File: src/rtl/parity_frame_tx_pkg.sv
// Shared definitions for the parity frame transmitter and its checker.
// Holds the state codes, the parity mode constants and the counter width helper.
package parity_frame_tx_pkg;

   localparam logic [1:0] ST_IDLE   = 2'd0;
   localparam logic [1:0] ST_DATA   = 2'd1;
   localparam logic [1:0] ST_PARITY = 2'd2;

   localparam bit PARITY_EVEN = 1'b0;
   localparam bit PARITY_ODD  = 1'b1;

   typedef enum logic [1:0] {
      S_IDLE   = ST_IDLE,
      S_DATA   = ST_DATA,
      S_PARITY = ST_PARITY
   } state_t;

   // A one-bit payload still needs a one-bit counter.
   function automatic int cnt_width(input int w);
      return (w > 1) ? $clog2(w) : 1;
   endfunction

endpackage

File: src/rtl/piso_shift_reg.sv
// Parallel-in, serial-out shift register; shifts right and presents the LSB.
// A parallel load takes priority over a shift.
module piso_shift_reg #(
   parameter int W = 8
) (
   input  logic         clk,
   input  logic         reset,
   input  logic         load,
   input  logic         shift,
   input  logic [W-1:0] din,
   output logic         lsb
);

   logic [W-1:0] q;

   always_ff @(posedge clk) begin
      if (!reset) begin
         q <= '0;
      end else if (load) begin
         q <= din;
      end else if (shift) begin
         q <= q >> 1;
      end
   end

   assign lsb = q[0];

endmodule

File: src/rtl/parity_frame_tx.sv
// Serialises a parallel word LSB-first and appends one parity bit.
// Handshake: a word moves when in_valid and in_ready are both high at a rising edge.
module parity_frame_tx
   import parity_frame_tx_pkg::state_t, parity_frame_tx_pkg::S_IDLE,
          parity_frame_tx_pkg::S_DATA, parity_frame_tx_pkg::S_PARITY,
          parity_frame_tx_pkg::PARITY_EVEN, parity_frame_tx_pkg::cnt_width;
#(
   parameter int DATA_W     = 8,
   parameter bit PARITY_ODD = PARITY_EVEN
) (
   input  logic              clk,
   input  logic              reset,
   input  logic              in_valid,
   input  logic [DATA_W-1:0] data_in,
   output logic              in_ready,
   output logic              tx_bit,
   output logic              tx_valid,
   output logic              tx_last,
   output logic [1:0]        dbg_state
);

   localparam int              CNT_W    = cnt_width(DATA_W);
   localparam logic [CNT_W-1:0] CNT_LAST = CNT_W'(DATA_W - 1);

   state_t           state_q, state_d;
   logic [CNT_W-1:0] cnt_q;
   logic             par_q;
   logic             load, shift;
   logic             sh_lsb;

   piso_shift_reg #(.W(DATA_W)) u_shreg (
      .clk   (clk),
      .reset (reset),
      .load  (load),
      .shift (shift),
      .din   (data_in),
      .lsb   (sh_lsb)
   );

   always_ff @(posedge clk) begin
      if (!reset) begin
         state_q <= S_IDLE;
         cnt_q   <= '0;
         par_q   <= 1'b0;
      end else begin
         state_q <= state_d;
         if (load) begin
            cnt_q <= '0;
            par_q <= (^data_in) ^ PARITY_ODD;
         end else if (shift) begin
            cnt_q <= cnt_q + 1'b1;
         end
      end
   end

   // Outputs decode from state_q only; load/shift are internal controls.
   always_comb begin
      state_d  = state_q;
      load     = 1'b0;
      shift    = 1'b0;
      in_ready = 1'b0;
      tx_bit   = 1'b0;
      tx_valid = 1'b0;
      tx_last  = 1'b0;
      case (state_q)
         S_IDLE: begin
            in_ready = 1'b1;
            if (in_valid) begin
               load    = 1'b1;
               state_d = S_DATA;
            end
         end
         S_DATA: begin
            tx_bit   = sh_lsb;
            tx_valid = 1'b1;
            shift    = 1'b1;
            if (cnt_q == CNT_LAST) begin
               state_d = S_PARITY;
            end
         end
         S_PARITY: begin
            tx_bit   = par_q;
            tx_valid = 1'b1;
            tx_last  = 1'b1;
            state_d  = S_IDLE;
         end
         default: state_d = S_IDLE;
      endcase
   end

   assign dbg_state = state_q;

endmodule

File: config.mk
export PLATFORM = sky130hd
export DESIGN_NAME = parity_frame_tx
export DESIGN_NICKNAME = d
export VERILOG_FILES = /design/src/rtl/parity_frame_tx_pkg.sv /design/src/rtl/piso_shift_reg.sv /design/src/rtl/parity_frame_tx.sv
export SDC_FILE = /design/constraint.sdc
export NUM_CORES = 1
export LEC_CHECK = 0
export ABC_AREA = 0
export BUFFER_PORTS_ARGS = -buffer_cell sky130_fd_sc_hd__clkbuf_2
export CORE_MARGIN = 2
export CORE_UTILIZATION = 50
export CTS_BUF_LIST = sky130_fd_sc_hd__clkbuf_4 sky130_fd_sc_hd__clkbuf_8
export CTS_CLUSTER_SIZE = 8
export DETAILED_ROUTE_END_ITERATION = 6
export GPL_ROUTABILITY_DRIVEN = 0
export PLACE_DENSITY = 0.85
export REMOVE_ABC_BUFFERS = 1
export SYNTH_ARGS = -nofsm -noshare
export SYNTH_HDL_FRONTEND = slang
export SYNTH_SLANG_ARGS = --single-unit
export TNS_END_PERCENT = 30
File: constraint.sdc
create_clock -name clk -period 2.5 [get_ports clk]
set_input_delay 0.5 -clock clk [delete_from_list [all_inputs] [get_ports clk]]
set_output_delay 0.5 -clock clk [all_outputs]
set_load 0.01 [all_outputs]
==> results by group <==
Outcome
  • Outcome: completed

Synthesis
  • Post-Synth Adder-Cell Area: 11.57%
  • Post-Synth Simple-Gate Area: 9.587%
  • Register area share after synthesis: 37.02%
  • Mux share of post-synthesis cell area: 14.55%
  • Flops & latches, synth: 14
  • Post-synth EDFFs: 0
  • Syn Std Cell Area: 757.0 sq um
  • Primary FF master, synth: dfxtp_1
  • YS warnings: 0
  • Cells after Synth: 77
  • Post-synth cell types: 18
  • Largest family of logic cells by synthesized area: multiplexers
  • Syn Area/Cell: 9.831 sq um
  • Most frequent cell after synthesis: dfxtp_1
  • Synth area leaders: dfxtp_1 (37%), mux2i_1 (15%), ha_1 (12%), o211a_1 (9.3%), xnor2_1 (9.3%)
  • Top cell type's share of synthesized area: 37.02%
  • Synth area leader: dfxtp_1
  • Commonest cells post-synth: dfxtp_1 (14), mux2i_1 (11), nand2_1 (10)
  • Post-synth ARST share: 0%
  • Xor and xnor area share after synthesis: 9.256%
  • Post-synthesis compound-gate area fraction: 13.39%

STA
  • Fmax: 0.5180 GHz
  • Fin. max-slew vios: 0
  • Final hold violations: 0
  • Clock period minus worst slack: 1930 ps
  • RSZ-0062 raised after global routing: false
  • Setup_tns: 0 ps
  • Worst slew margin: 66.34%
  • Slew @ Worst Pin: 503.7 ps
  • Fin crit share: 77.21%
  • Final setup fails: 0
  • Worst Skew: 5.304 ps

Floorplanning
  • Die Ht: 42.91 um
  • Core box area: 0.001454 sq mm
  • I/O pin count: 17
  • Site Rows: 14
  • Die Wd: 42.91 um
  • Effective utilization at floorplan: 52.07%
  • Die area: 0.001841 sq mm

CTS
  • Resized Gates After CTS: 0
  • TritonCTS Sinks: 14
  • Buffer count from post-CTS setup fixing: 0
  • Clk slew on worst S/H paths: 90 ps
  • CTS Root Buffer Type: clkbuf_4
  • Clk_lat worst skew: 280 ps
  • TritonCTS clock tree: yes
  • TritonCTS buffer count: 3
  • Bufs on Longest Clock Path: 2
  • CTS Hold Buffers Added: 0
  • H-Tree Depth: 1

Global route
  • Top Usage Layer GRT: met2
  • M2 GR Usage: 27.88%
  • Initial antenna violation count: 0
  • Vias in the first global route: 572
  • Met3 Usage GRT: 4.255%
  • Met1 usage: 19.63%
  • Grt total ovfl: 0
  • Gr usage total: 16.62%
  • Global-route wire length before repair: 2318 um
  • Largest net degree at the start of global routing: 18

Placed design
  • Post-DP Area: 848.3 sq um
  • Final HPWL DP: 1043 um
  • # port buffers: 16

Critical path
  • Crit path max fanout: 6
  • Critical path data required time: 2000 ps
  • CP Class: register to output port
  • Worst endpoint data arrival time: 1430 ps
  • Worst Setup Start Kind: register
  • FF-to-FF Start: dbg_state[0]$_SDFFE_PN0P_
  • Setup crit end kind: output port
  • Setup crit start: dbg_state[1]$_SDFFE_PN0P_

Finish
  • Finished Cell Area: 884.6 sq um
  • Fraction of layout cells with a size suffix above 1: 22.11%
  • Filler cell count: 133
  • # nets final: 114
  • ANT cells: 0
  • Area grow syn2layout: 16.86%

Power and ir drop
  • Peak supply drop: 562.6 uV
  • PD cells: 1055 mW/mm^2
  • Leakage: 0.4653 nW

Routing
  • Antenna-violating nets left: 0
  • DRC errors left: 0
  • Wire per inst: 11.79 um
  • Pre-antenna DRT Iters: 4
  • Via count: 569
  • Routed WL: 1309 um
  • Drt via density: 5.126
  • Iteration-0 DRC count of the detailed router: 5

Job
  • # Max-Cap Violations: 0

Min path
  • Min-Delay Startpoint: data_in[4]
  • HP Class: input pin to register
==> routing by layer <==
layer / vias up / share of wire, %
met2: 23 / 49
met1: 249 / 45
met3: 0 / 6.3
met5: - / 0
li1: 297 / -
met4: 0 / 0
==> registers in the layout, indices dropped and copies added, names as in the netlist <==
signal,count
cnt_q,3
u_shreg.q,8
par_q,1
dbg_state,2
==> power by group <==
group          internal [W]  switching [W]  leakage (nW)  total (W)
Combinational      0.000209       0.000238         0.329   0.000446
Clock             0.0000886      0.0000715        0.0210   0.000160
Sequential         0.000286      0.0000412         0.115   0.000327
Total              0.000583       0.000350         0.465   0.000933
==> logic make-up (layout without fill, tap and decap cells) <==
logic type      Yosys count  in the layout
xor+xnor                  8              8
fa+ha+maj                 7              7
mux                      11             11
buf+inv                   8             26
simple gates             17             17
flops                    14             14
compound gates           12             12
==> worst max-delay path: stages, from the launching register on <==
cell and delay (ps):
dfxtp_1 340, inv_1 130, ha_1 320, a22oi_1 130, nor2b_1 110, clkbuf_2 130
==> cell type report <==
class,count,area [sq um],share of cell area (%)
Clock buffer,4,36.28,4.102
Tap cell,16,20.02,2.263
Sequential cell,14,280.3,31.68
Timing Repair Buffer,17,87.58,9.901
Inverter,5,18.77,2.122
Multi-Input combinational cell,55,441.7,49.93
==> path summary, 6_finish.rpt <==
kind                                             endpoint  slack (ps)  cells past startpoint
worst min register to register  u_shreg.q[7]$_SDFFE_PN0P_         500                      2
worst max register to register         par_q$_SDFFE_PN0P_         830                      6
worst min-delay path            u_shreg.q[4]$_SDFFE_PN0P_         490                      2
worst max-delay path                               tx_bit         570                      5
==> stage by stage <==
step	instances	setup WS [ps]	utilization [%]	hold slack [ps]	power, W
after detailed placement	107	860.5	58.35	485.9	0.0007791
after floorplan	74	679.5	-	464.7	0.0006552
after CTS	111	549.2	60.84	486.8	0.0009407
final	111	569.6	60.84	489.5	0.0009329
after global placement	107	918.1	58.35	485.1	0.0007556
after global routing	111	420.6	60.84	488.0	0.001013
==> cells in the final DEF (no fill, tap or decap), drive strengths merged <==
cell type / count
o22ai: 1
inv: 5
nand3: 1
buf: 1
a21boi: 1
o211a: 7
nor2: 3
nand2: 10
mux2i: 11
dfxtp: 14
a22oi: 1
xnor2: 8
a21oi: 1
o21ai: 1
clkbuf: 20
ha: 7
nor2b: 3
No activity file was read; power rests on OpenSTA's default activity.
